[config.mk]
export PLATFORM = sky130hd
export DESIGN_NAME = i2s_tx_fifo_master_flat
export DESIGN_NICKNAME = d
export VERILOG_FILES = /design/src/rtl/i2s_pkg.sv /design/src/rtl/i2s_tx_fifo_master_if.sv /design/src/rtl/i2s_sample_fifo.sv /design/src/rtl/i2s_tx_fifo_master.sv /design/src/flat_wrapper.sv
export SDC_FILE = /design/constraint.sdc
export NUM_CORES = 1
export LEC_CHECK = 0
export ABC_AREA = 1
export CAP_MARGIN = 15
export CELL_PAD_IN_SITES_DETAIL_PLACEMENT = 0
export CELL_PAD_IN_SITES_GLOBAL_PLACEMENT = 1
export CORE_MARGIN = 3
export CORE_UTILIZATION = 40
export CTS_BUF_LIST = sky130_fd_sc_hd__clkbuf_8
export CTS_CLUSTER_SIZE = 8
export DETAILED_ROUTE_END_ITERATION = 10
export PLACE_DENSITY_LB_ADDON = 0.1
export SLEW_MARGIN = 10
export SYNTH_ARGS = -nofsm -noshare
export SYNTH_HDL_FRONTEND = slang
export SYNTH_HIERARCHICAL = 1
export SYNTH_SLANG_ARGS = --single-unit
[constraint.sdc]
create_clock -name clk -period 8.7 [get_ports clk]
set_clock_uncertainty 0.2 [all_clocks]
set_input_delay 0.87 -clock clk [delete_from_list [all_inputs] [get_ports clk]]
set_output_delay 0.87 -clock clk [all_outputs]
set_load 0.01 [all_outputs]
[src/rtl/i2s_pkg.sv]
// Shared constants and helpers for the I2S transmit slice.
package i2s_pkg;

  // Serial framing mode (runtime selectable)
  localparam logic MODE_LJ  = 1'b0;
  localparam logic MODE_I2S = 1'b1;

  // Channel select, matches the LRCLK level on the wire
  localparam logic LEFT  = 1'b0;
  localparam logic RIGHT = 1'b1;

  // Pointer width for a FIFO of the given depth (at least one bit)
  function automatic int fifo_ptr_w(input int depth);
    return (depth <= 2) ? 1 : $clog2(depth);
  endfunction

endpackage

[src/rtl/i2s_tx_fifo_master_if.sv]
// Sample-pair write port of the I2S transmitter.
// Handshake: a pair {in_left, in_right} transfers on a rising clk edge where
// in_valid and in_ready are both 1; the source holds data stable while
// in_valid=1 and in_ready=0, and in_ready never depends on in_valid.
interface i2s_tx_fifo_master_if #(
  parameter int DATASIZE = 16
);
  logic                in_valid;
  logic                in_ready;
  logic [DATASIZE-1:0] in_left;
  logic [DATASIZE-1:0] in_right;

  modport master (output in_valid, output in_left, output in_right, input in_ready);
  modport slave  (input in_valid, input in_left, input in_right, output in_ready);
endinterface

[src/rtl/i2s_sample_fifo.sv]
// Synchronous sample-pair FIFO with level output and no fall-through:
// rdata is always the oldest stored entry, a push is only visible after its edge.
module i2s_sample_fifo
  import i2s_pkg::*;
#(
  parameter int WIDTH = 32,
  parameter int DEPTH = 4,
  parameter int LVL_W = $clog2(DEPTH + 1)
) (
  input  logic             clk,
  input  logic             rst,
  input  logic             push,
  input  logic [WIDTH-1:0] wdata,
  input  logic             pop,
  output logic [WIDTH-1:0] rdata,
  output logic [LVL_W-1:0] level,
  output logic             full,
  output logic             empty
);
  localparam int PW = fifo_ptr_w(DEPTH);
  localparam logic [PW-1:0]    PTR_ONE = PW'(1);
  localparam logic [LVL_W-1:0] LVL_ONE = LVL_W'(1);

  logic [WIDTH-1:0] mem [DEPTH];
  logic [PW-1:0]    wr_ptr;
  logic [PW-1:0]    rd_ptr;
  logic             push_ok;
  logic             pop_ok;

  assign full    = (level == LVL_W'(DEPTH));
  assign empty   = (level == '0);
  assign push_ok = push & ~full;
  assign pop_ok  = pop & ~empty;
  assign rdata   = mem[rd_ptr];

  // Storage array, written on accepted pushes only
  always_ff @(posedge clk) begin
    if (push_ok) mem[wr_ptr] <= wdata;
  end

  // Pointers wrap naturally (DEPTH is a power of two); level tracks occupancy
  always_ff @(posedge clk or negedge rst) begin
    if (!rst) begin
      wr_ptr <= '0;
      rd_ptr <= '0;
      level  <= '0;
    end else begin
      if (push_ok) wr_ptr <= wr_ptr + PTR_ONE;
      if (pop_ok)  rd_ptr <= rd_ptr + PTR_ONE;
      case ({push_ok, pop_ok})
        2'b10:   level <= level + LVL_ONE;
        2'b01:   level <= level - LVL_ONE;
        default: level <= level;
      endcase
    end
  end

endmodule

[src/rtl/i2s_tx_fifo_master.sv]
// I2S / left-justified master transmitter fed from a sample-pair FIFO.
// Optional macro I2S_TX_UNDERFLOW_CNT_EN adds a saturating underflow_count output.
module i2s_tx_fifo_master
  import i2s_pkg::*;
#(
  parameter int DATASIZE  = 16,
  parameter int SLOTSIZE  = 16,
  parameter int CLKDIV    = 4,
  parameter int FIFODEPTH = 4
) (
  input  logic                             clk,
  input  logic                             rst,
  input  logic                             enable,
  input  logic                             i2s_mode,
  i2s_tx_fifo_master_if.slave              in_if,
  output logic [$clog2(FIFODEPTH+1)-1:0]   fifo_level,
  output logic                             underflow,
`ifdef I2S_TX_UNDERFLOW_CNT_EN
  output logic [15:0]                      underflow_count,
`endif
  output logic                             BCLK,
  output logic                             LRCLK,
  output logic                             SDATA
);
  localparam int FRAME = 2 * SLOTSIZE;
  localparam int PW    = $clog2(FRAME);
  localparam int DW    = (CLKDIV > 1) ? $clog2(CLKDIV) : 1;
  localparam int PAIRW = 2 * DATASIZE;

  localparam logic [PW-1:0] P_LAST   = PW'(FRAME - 1);
  localparam logic [PW-1:0] P_SLOT   = PW'(SLOTSIZE);
  localparam logic [PW-1:0] P_ONE    = PW'(1);
  localparam logic [PW-1:0] P_DATA   = PW'(DATASIZE);
  localparam logic [DW-1:0] DIV_LAST = DW'(CLKDIV - 1);
  localparam logic [DW-1:0] DIV_ONE  = DW'(1);

  logic [DW-1:0]       div_cnt;
  logic [PW-1:0]       pos;
  logic [PAIRW-1:0]    cur_pair;
  logic                mode_r;
  logic                fall;
  logic                load;
  logic                push;
  logic                pop;
  logic                fifo_full;
  logic                fifo_empty;
  logic [PAIRW-1:0]    fifo_rdata;
  logic [PW-1:0]       pos_nxt;
  logic [PW-1:0]       load_pos;
  logic [PW-1:0]       q;
  logic                chan;
  logic [PW-1:0]       bidx;
  logic [PAIRW-1:0]    pair_nxt;
  logic [DATASIZE-1:0] smp;
  logic [DATASIZE-1:0] smp_sh;
  logic                bit_nxt;

  assign in_if.in_ready = ~fifo_full;
  assign push           = in_if.in_valid & ~fifo_full;
  assign fall           = enable && (div_cnt == DIV_LAST) && BCLK;
  assign pop            = load & ~fifo_empty;

  i2s_sample_fifo #(
    .WIDTH (PAIRW),
    .DEPTH (FIFODEPTH)
  ) u_fifo (
    .clk   (clk),
    .rst   (rst),
    .push  (push),
    .wdata ({in_if.in_left, in_if.in_right}),
    .pop   (pop),
    .rdata (fifo_rdata),
    .level (fifo_level),
    .full  (fifo_full),
    .empty (fifo_empty)
  );

  // Next frame position, wire-bit selection and the pair that bit comes from
  always_comb begin
    pos_nxt  = (pos == P_LAST) ? '0 : pos + P_ONE;
    q        = pos_nxt;
    load_pos = '0;
    if (mode_r == MODE_I2S) begin
      q        = (pos_nxt == '0) ? P_LAST : pos_nxt - P_ONE;
      load_pos = P_ONE;
    end
    chan     = (q >= P_SLOT) ? RIGHT : LEFT;
    bidx     = (chan == RIGHT) ? q - P_SLOT : q;
    load     = fall && (pos_nxt == load_pos);
    pair_nxt = cur_pair;
    if (load) pair_nxt = fifo_empty ? '0 : fifo_rdata;
    smp      = (chan == LEFT) ? pair_nxt[PAIRW-1:DATASIZE] : pair_nxt[DATASIZE-1:0];
    smp_sh   = smp << bidx;
    bit_nxt  = (bidx < P_DATA) ? smp_sh[DATASIZE-1] : 1'b0;
  end

  // Clock divider, frame sequencer and serial outputs; stop forces idle state
  always_ff @(posedge clk or negedge rst) begin
    if (!rst) begin
      div_cnt   <= '0;
      pos       <= P_LAST;
      cur_pair  <= '0;
      mode_r    <= MODE_LJ;
      BCLK      <= 1'b0;
      LRCLK     <= 1'b0;
      SDATA     <= 1'b0;
      underflow <= 1'b0;
    end else begin
      underflow <= 1'b0;
      if (!enable) begin
        div_cnt  <= '0;
        pos      <= P_LAST;
        cur_pair <= '0;
        mode_r   <= i2s_mode;
        BCLK     <= 1'b0;
        LRCLK    <= 1'b0;
        SDATA    <= 1'b0;
      end else if (div_cnt == DIV_LAST) begin
        div_cnt <= '0;
        BCLK    <= ~BCLK;
        if (BCLK) begin
          pos      <= pos_nxt;
          LRCLK    <= (pos_nxt >= P_SLOT);
          SDATA    <= bit_nxt;
          cur_pair <= pair_nxt;
          if (load && fifo_empty) underflow <= 1'b1;
        end
      end else begin
        div_cnt <= div_cnt + DIV_ONE;
      end
    end
  end

`ifdef I2S_TX_UNDERFLOW_CNT_EN
  // Saturating count of frames that started with no data available
  always_ff @(posedge clk or negedge rst) begin
    if (!rst) begin
      underflow_count <= '0;
    end else if (underflow && (underflow_count != 16'hFFFF)) begin
      underflow_count <= underflow_count + 16'd1;
    end
  end
`endif

endmodule

[src/flat_wrapper.sv]
// flat-port wrapper written by rule: the top's interface ports become plain ports
module i2s_tx_fifo_master_flat import i2s_pkg::*;
#(
  parameter int DATASIZE  = 16,
  parameter int SLOTSIZE  = 16,
  parameter int CLKDIV    = 4,
  parameter int FIFODEPTH = 4
)
  (clk, rst, enable, i2s_mode, fifo_level, underflow, BCLK, LRCLK, SDATA, in_if_in_valid, in_if_in_left, in_if_in_right, in_if_in_ready);
  i2s_tx_fifo_master_if #(.DATASIZE(DATASIZE)) in_if_i ();
  input  logic clk;
  input  logic rst;
  input  logic enable;
  input  logic i2s_mode;
  output logic [$clog2(FIFODEPTH+1)-1:0] fifo_level;
  output logic underflow;
  output logic BCLK;
  output logic LRCLK;
  output logic SDATA;
  input wire logic [$bits(in_if_i.in_valid)-1:0] in_if_in_valid;
  input wire logic [$bits(in_if_i.in_left)-1:0] in_if_in_left;
  input wire logic [$bits(in_if_i.in_right)-1:0] in_if_in_right;
  output wire logic [$bits(in_if_i.in_ready)-1:0] in_if_in_ready;
  assign in_if_i.in_valid = in_if_in_valid;
  assign in_if_i.in_left = in_if_in_left;
  assign in_if_i.in_right = in_if_in_right;
  assign in_if_in_ready = in_if_i.in_ready;
  i2s_tx_fifo_master #(.DATASIZE(DATASIZE), .SLOTSIZE(SLOTSIZE), .CLKDIV(CLKDIV), .FIFODEPTH(FIFODEPTH)) u_core (.clk(clk), .rst(rst), .enable(enable), .i2s_mode(i2s_mode), .in_if(in_if_i), .fifo_level(fifo_level), .underflow(underflow), .BCLK(BCLK), .LRCLK(LRCLK), .SDATA(SDATA));
endmodule
==> flow_metrics.py <==
metrics = {
    "status": {
        "outcome": "finished, final reports clean",
    },
    "yosys": {
        "synthDistinctLibCells": 38,
        "ys_seq_area_frac": 0.615,
        "synth_top_area_frac": 0.461,
        "synth_ff_type": "edfxtp_1",
        "synth-edff-count": 128,
        "syn-mean-instance-area_um2": 10.1,
        "synthTopCellsByArea": "edfxtp_1 46%, dfrtp_1 14%, nand2_1 13%",
        "yosysTopAreaCell": "edfxtp_1",
        "ys_async_sr_fraction": 0.285,
        "yosys_warnings": 6,
        "syn_area_mm2": 0.00833,
        "syn_inst": 824,
        "synth_seq_cells": 179,
        "synth_nets": 871,
    },
    "critical_path": {
        "slowest_stage": "dfstp_2",
        "r2r_cells": 18,
        "path_max_fanout": 17,
        "crit_cells": 18,
        "worst-setup-path-type": "register to register",
        "crit_chain": "ha_1 > nand2_1 > nor2_1 > ha_1 > nor2_2 > inv_1 > nor2_4 > nand2_4 > nor2_1 > nand2_1 > inv_1 > ha_1 > inv_1 > fa_1 > nand2_1 > nand3_1 > nand2_1 > nand2_1",
        "crit_family": "simple AND/OR/NAND/NOR gates",
        "crit_top_cell": "nand2_1",
        "arrival_ns": 3.64,
        "crit_end": "u_core/u_fifo/level[2]$_DFFE_PN0P_",
        "end_kind": "register",
        "r2r_slack_ns": 5.21,
        "cpPeakStageDelay_ns": 0.61,
        "crit_start": "u_core/pos[0]$_DFFE_PN1P_",
        "cp-start-kind": "register",
        "r2r_start": "u_core/pos[0]$_DFFE_PN1P_",
        "path_buf_inv": 3,
        "cp.required_ns": 8.85,
        "reg2reg_to": "u_core/u_fifo/level[2]$_DFFE_PN0P_",
    },
    "floorplanning": {
        "fp-row-count": 52,
        "pin_count": 45,
        "die_x_um": 150,
        "die-area_mm2": 0.0226,
        "dieHeight_um": 150,
        "coreArea_mm2": 0.0204,
        "start_util": 0.409,
    },
    "sta": {
        "worst-slew-pin-transition_ns": 0.979,
        "finalSetupViolations": 0,
        "slew_violations": 0,
        "fin_crit_sh": 0.402,
        "hold_viol": 0,
        "rsz0062_at_grt": "false",
        "relSlewSlack": 0.347,
        "setup_tns_ns": 0,
        "min_period_ns": 3.49,
        "fmax_mhz": 286,
    },
    "hold_path": {
        "hp-class": "register to register",
    },
    "final_layout": {
        "final_cell_mix": "295 x nand2_1, 128 x edfxtp_1, 113 x inv_1",
        "nets": 909,
        "drive_gt1_frac": 0.0880,
        "final_util": 0.453,
        "fin_cells": 1145,
        "area_growth_pct": 10.7,
        "final_common_cell": "nand2_1",
        "diodes": 0,
    },
    "power_and_ir_drop": {
        "leakagePower_uw": 0.00409,
        "pwr_density_cell_mw_per_mm2": 220,
        "peakVddDrop_mv": 0.0943,
        "total_power_uw": 2030,
    },
    "placed_design": {
        "gp_congestion": 0.781,
        "hpwl_um": 11300,
        "io_buffers": 44,
        "dp_cells": 1112,
    },
    "clocking": {
        "cts_tree": "done",
        "clockRootBuffer": "clkbuf_8",
        "cts_hold_buf": 0,
        "htreeDepth": 4,
        "cts_resized": 0,
        "cts.sinks": 179,
        "clk_latency_ns": 0.45,
        "cts_buffers": 17,
        "path_clk_slew_ns": 0.09,
        "postCtsSetupRepairBufs": 0,
        "clockBufferDepth": 2,
    },
    "route": {
        "drtIter0Drc": 253,
        "wire_per_inst_um": 15.3,
        "vias": 5498,
        "drtAntennaViolNets": 0,
        "drc_errors": 0,
        "drt_pass1_iterations": 4,
        "viasPerCell": 4.80,
        "routed_wl_um": 17500,
    },
    "global_routing": {
        "grt_pass1_wl_um": 28900,
        "grt_pass1_vias": 5622,
        "grt_overflow": 0,
        "grt_usage": 0.166,
        "antenna_found_initial": 0,
        "grt_max_degree": 94,
    },
    "job": {
        "maxCapViolations": 0,
    },
}
==> worst min-delay path by stage <==
stage,from,to,slack (ns),cells after the start
after floorplan,u_core/div_cnt[0]$_DFF_PN0_,u_core/div_cnt[0]$_DFF_PN0_,0.21,1
after global placement,u_core/div_cnt[0]$_DFF_PN0_,u_core/div_cnt[0]$_DFF_PN0_,0.23,1
after detailed placement,u_core/div_cnt[0]$_DFF_PN0_,u_core/div_cnt[0]$_DFF_PN0_,0.27,1
after CTS,u_core/div_cnt[0]$_DFF_PN0_,u_core/div_cnt[0]$_DFF_PN0_,0.28,1
after global routing,u_core/div_cnt[0]$_DFF_PN0_,u_core/div_cnt[0]$_DFF_PN0_,0.28,1
final,u_core/div_cnt[0]$_DFF_PN0_,u_core/div_cnt[0]$_DFF_PN0_,0.27,1
==> final cells by class <==
type | instances | area [um^2]
clock buffer | 17 | 234
clock inverter | 15 | 106
fill | 1937 | 11100
inverter | 119 | 450
multi-input combinational | 492 | 2460
sequential | 179 | 5130
tap | 270 | 338
timing repair buffer | 53 | 510
==> state kept, by name, indices dropped and copies added (netlist names), 2 cells and up <==
| name | cells |
|---|---|
| u_core/u_fifo/mem | 128 |
| u_core/cur_pair | 32 |
| u_core/pos | 5 |
| u_core/u_fifo/level | 3 |
| u_core/div_cnt | 2 |
| u_core/u_fifo/rd_ptr | 2 |
| u_core/u_fifo/wr_ptr | 2 |
==> power breakdown <==
group,switching [uW],internal (uW)
clock network,298,199
registers,35.3,1060
logic,301,131
total,635,1390
==> cells in the mapped netlist, types with 5 or more instances <==
library cell and number:
o21ai_2 5, nor2_1 48, nand2_1 295, clkbuf_1 6
inv_2 5, dfstp_2 5, nand3_1 25, dfrtp_1 46
buf_6 17, o211ai_1 64, edfxtp_1 128, o21ai_1 8
ha_1 9, inv_1 112
==> per-layer routing <==
| layer | vias to the layer above | routed length (um) | track usage |
|---|---|---|---|
| met5 | - | 0 | 0 |
| met4 | 0 | 281 | 0.0508 |
| met3 | 19 | 488 | 0.0331 |
| met2 | 68 | 8380 | 0.277 |
| met1 | 2657 | 8350 | 0.219 |
| li1 | 2754 | - | - |
==> through the flow <==
stage	instance area, um^2	hold WS [ns]	setup slack (ns)
final	9220	0.267	5.21
after global routing	9220	0.279	4.88
after CTS	9210	0.279	5.18
after detailed placement	8870	0.266	4.94
after global placement	8870	0.232	4.98
after floorplan	8330	0.215	5.51
==> worst register-to-register path: cells and delay by family, from the launching register on <==
| kind | cells | cell delay, ns |
|---|---|---|
| flops | 1 | 0.61 |
| fa+ha+maj | 4 | 1.02 |
| buf+inv | 3 | 0.24 |
| simple gates | 11 | 1.34 |
==> cell families (layout without fill, tap and decap cells) <==
group           Yosys count  after routing  share of synthesized area
compound gates           89             89                     0.0781
xor+xnor                  3              3                    0.00316
fa+ha+maj                10             10                     0.0159
buf+inv                 153            204                     0.0909
flops                   179            179                      0.615
simple gates            390            390                      0.196
(Power assumes the default switching activity.)
==> RTL change 1, RTL diff (same flow settings) <==
`DATASIZE` is set to 16 in 3 places; all go to 32.
--- a/src/rtl/i2s_tx_fifo_master_if.sv
+++ b/src/rtl/i2s_tx_fifo_master_if.sv
@@ -5,3 +5,3 @@
 interface i2s_tx_fifo_master_if #(
-  parameter int DATASIZE = 16
+  parameter int DATASIZE = 32
 );
--- a/src/rtl/i2s_tx_fifo_master.sv
+++ b/src/rtl/i2s_tx_fifo_master.sv
@@ -5,3 +5,3 @@
 #(
-  parameter int DATASIZE  = 16,
+  parameter int DATASIZE  = 32,
   parameter int SLOTSIZE  = 16,
--- a/src/flat_wrapper.sv
+++ b/src/flat_wrapper.sv
@@ -3,3 +3,3 @@
 #(
-  parameter int DATASIZE  = 16,
+  parameter int DATASIZE  = 32,
   parameter int SLOTSIZE  = 16,
Interface: changed (resized in_if_in_left and in_if_in_right); port bits go from 45 to 77. No check against the original RTL was run, so the function may have changed too.
==> RTL change 1 against the unedited design <==
Total power fell by 90%. Largest power group unchanged. Synthesized area down 91%. Cell area is 90% lower. Highest routed layer is now met3. Utilization up 8.8 points. Sequential cell count down 165. Wire length fell by 92%. Setup slack improved by 0.56 ns. Register-to-register slack improved by 0.60 ns.
==> RTL change 1: results (changes against the unedited design) <==
post-CTS setup buffers 0 (unchanged); largest net degree at the start of global routing 15 (-84%); yosys warns 6 (unchanged); initial antenna violation count 0 (unchanged); worst path arrival time 2.88 ns (-0.76 ns); Reg power frac 39.1% (-15 points); post_cts resized 0 (unchanged); worst-path fanout max 5 (-12); clock-net power 0.0635 mW (-87%); Power, Total 0.212 mW (-90%); nets 180 (-80%); Post-Synthesis Cells 91 (-89%); H-tree Lvls 1 (-3); type of the worst min-delay path register to register; status complete, no violations; maximum clock frequency 0.340 GHz (+19%); Clock Latency Late Sink 0.24 ns (-0.21 ns); pre-CTS setup slack 5.48 ns (+0.544 ns); syn nets 165 (-81%); switching share of power 31.0% (-0.27 points); first-pass GRT wire length 2.39 mm (-92%); Hold Worst Slack 0.239 ns (-0.0281 ns); first drt pass iteration count 3 (-1); Worst Min Path Start u_core/div_cnt[0]$_DFF_PN0_; vias in the first global route 554 (-90%); total track usage 12.8% (-3.8 points); fraction of layout cells with a size suffix above 1 17.1% (+8.3 points); IR drop worst, VDD 128 µV (+36%); clock transition at the registers of the reported paths 0.06 ns (-0.03 ns); CP max stage delay 0.53 ns (-0.08 ns); Port Buffers 11 (-75%); DR vias 577 (-90%); Setup crit start enable; global placer's final weighted congestion 0.773 (-1.1%); WHS Path Cells 1 (unchanged); worst slew pin tran 0.628 ns (-0.351 ns); Reg2Reg Launch Point u_core/pos[0]$_DFFE_PN1P_; Initial DRC Count 5 (-98%); remaining global-route overflow 0 (unchanged); wirelength, routed 1.37 mm (-92%); Pleak 0.490 nW (-88%); DPL Wire Length 1.07 mm (-91%); Regs by FF count u_core/pos (5), u_core/u_fifo/level (3), u_core/div_cnt (2); Num CTS Buffers 3 (-14); Root Driver clkbuf_8; slowest CP cell clkdlybuf4s50_1; R2R setup slack 5.81 ns (+0.60 ns)
[RTL change 1: area by class of cell]
cell class / instances / area, µm²
clock buffers: 4 / 55.1
repair buffers: 11 / 110
inverters: 21 / 78.8
well taps: 25 / 31.3
fillers: 186 / 810
flip-flops and latches: 14 / 357
multi-input cells: 55 / 323
[RTL change 1: through the flow]
step	utilization (%)	instances	cell area, µm²
floorplan	-	91	766
global placement	51.0	126	900
detailed placement	51.0	126	900
CTS	54.1	130	955
global route	54.1	130	955
finish	54.1	130	955
[RTL change 1: layer usage]
| metal | wire [µm] | up-vias | global-route usage, % |
|---|---|---|---|
| li1 | - | 311 | - |
| met1 | 703 | 260 | 17.4 |
| met2 | 625 | 6 | 18.7 |
| met3 | 38 | 0 | 2.72 |
| met4 | 0 | 0 | 6.91 |
| met5 | 0 | - | 0 |
==> RTL change 2, RTL diff (same settings) <==
Made on the original files. Put a register stage on the output `fifo_level`, without a reset. The value now appears one clock later. The other outputs are not delayed to match.
--- a/src/rtl/i2s_tx_fifo_master.sv
+++ b/src/rtl/i2s_tx_fifo_master.sv
@@ -35,2 +35,4 @@
   localparam logic [DW-1:0] DIV_ONE  = DW'(1);
+
+  logic [$clog2(FIFODEPTH+1)-1:0] fifo_level_d;
 
@@ -72,3 +74,3 @@
     .rdata (fifo_rdata),
-    .level (fifo_level),
+    .level (fifo_level_d),
     .full  (fifo_full),
@@ -144,2 +146,6 @@
 
+  always_ff @(posedge clk) begin
+    fifo_level <= fifo_level_d;
+  end
+
 endmodule
Check against the original RTL: not equivalent (a bounded check fails within 4 cycles, from zero or initial values and one cycle with rst low).
==> RTL change 2 against the unedited design <==
Cell area grew 0.96%. Synthesized cell count up 0.36%. Wire length shrank 0.43%. Non-clock buffer count is 1 higher. Sequential cell count up 3. Synthesized area is essentially flat. Utilization increased by 0.44 points. Total power increased by 4.1%. Die area is essentially flat. Setup slack gained 0.019 ns. Largest cell class unchanged.
==> RTL change 2: results (changes against the unedited design) <==
Clock Latency Late Sink 0.45 ns (about the same); met1 WL 8.29 mm (-0.73%); largest net degree at the start of global routing 102 (+8.5%); status complete, no violations; most frequent cells after synthesis nand2_1 (296), edfxtp_1 (128), inv_1 (112); IR drop worst, VDD 132 µV (+40%); Post-Synthesis Cells 827 (+0.36%); R2R setup slack 5.23 ns (+0.02 ns); multi-input logic area 2420 µm² (-1.4%); yosys warns 6 (unchanged); remaining global-route overflow 0 (unchanged); fraction of layout cells with a size suffix above 1 8.42% (-0.38 points); global placer's final weighted congestion 0.792 (+1.3%); normalized max-slew margin 37.0% (+2.4 points); Netlist cell types 35 (-7.9%); dpl cell area 8900 µm² (+0.37%); Synth area leaders edfxtp_1 (46%), dfrtp_1 (14%), nand2_1 (13%); Initial DRC Count 313 (+24%); nets 913 (+0.44%); first-pass GRT wire length 28.7 mm (-0.50%); post-synthesis sequential area ratio 62.3% (+0.75 points); Async SR Flop Fraction 28.0% (-0.47 points); pre-CTS setup slack 4.95 ns (+0.00718 ns); final non-filler cell total 1149 (+0.35%); Pleak 4.12 nW (+0.80%); vias in the first global route 5474 (-2.6%); total track usage 16.6% (+0.029 points); met2 WL post-DR 8.52 mm (+1.7%); Filler cells 1894 (-2.2%); maximum clock frequency 0.288 GHz (+0.55%); full die area 22600 µm² (about the same); Internal 1.43 mW (+2.7%); wirelength, routed 17.4 mm (-0.43%); Met3 Routed Length 397 µm (-19%); type of the worst min-delay path register to register; syn nets 874 (+0.34%); placed cells 1116 (+0.36%); DPL Wire Length 11.2 mm (-0.38%)
==> RTL change 2: metal layers <==
layer,up-vias,track usage (%)
met3,15,3.67
met2,61,27.6
li1,2764,-
met4,0,4.44
met5,-,0
met1,2552,22.1
==> RTL change 2: cells by family after synthesis <==
family | count (synthesis) | share of synthesized area, %
xor gates and xnor gates | 3 | 0.316
buffers and inverters | 153 | 8.75
AOI/OAI and AO/OA | 89 | 7.59
adders and majority gates | 10 | 1.59
and+or+nand+nor | 390 | 19.5
DFF | 182 | 62.3
==> RTL change 2: how the worst min path moves through the flow <==
stage | slack (ns) | startpoint | cells past startpoint | end
floorplan | 0.17 | u_core/u_fifo/level[1]$_DFFE_PN0P_ | 0 | u_core/fifo_level[1]$_DFF_P_
global placement | 0.18 | u_core/u_fifo/level[1]$_DFFE_PN0P_ | 0 | u_core/fifo_level[1]$_DFF_P_
detailed placement | 0.20 | u_core/u_fifo/level[1]$_DFFE_PN0P_ | 0 | u_core/fifo_level[1]$_DFF_P_
CTS | 0.22 | u_core/u_fifo/level[1]$_DFFE_PN0P_ | 0 | u_core/fifo_level[1]$_DFF_P_
global route | 0.23 | u_core/u_fifo/level[1]$_DFFE_PN0P_ | 0 | u_core/fifo_level[1]$_DFF_P_
finish | 0.22 | u_core/u_fifo/level[1]$_DFFE_PN0P_ | 0 | u_core/fifo_level[1]$_DFF_P_
==> RTL change 2: layout make-up <==
| cell class | instances | area share, % |
|---|---|---|
| Clock buffer | 17 | 2.51 |
| Sequential cell | 182 | 55.7 |
| Inverter | 119 | 4.84 |
| Multi-Input combinational cell | 492 | 26.0 |
| Clock inverter | 15 | 1.75 |
| Timing Repair Buffer | 54 | 5.56 |
| Tap cell | 270 | 3.63 |
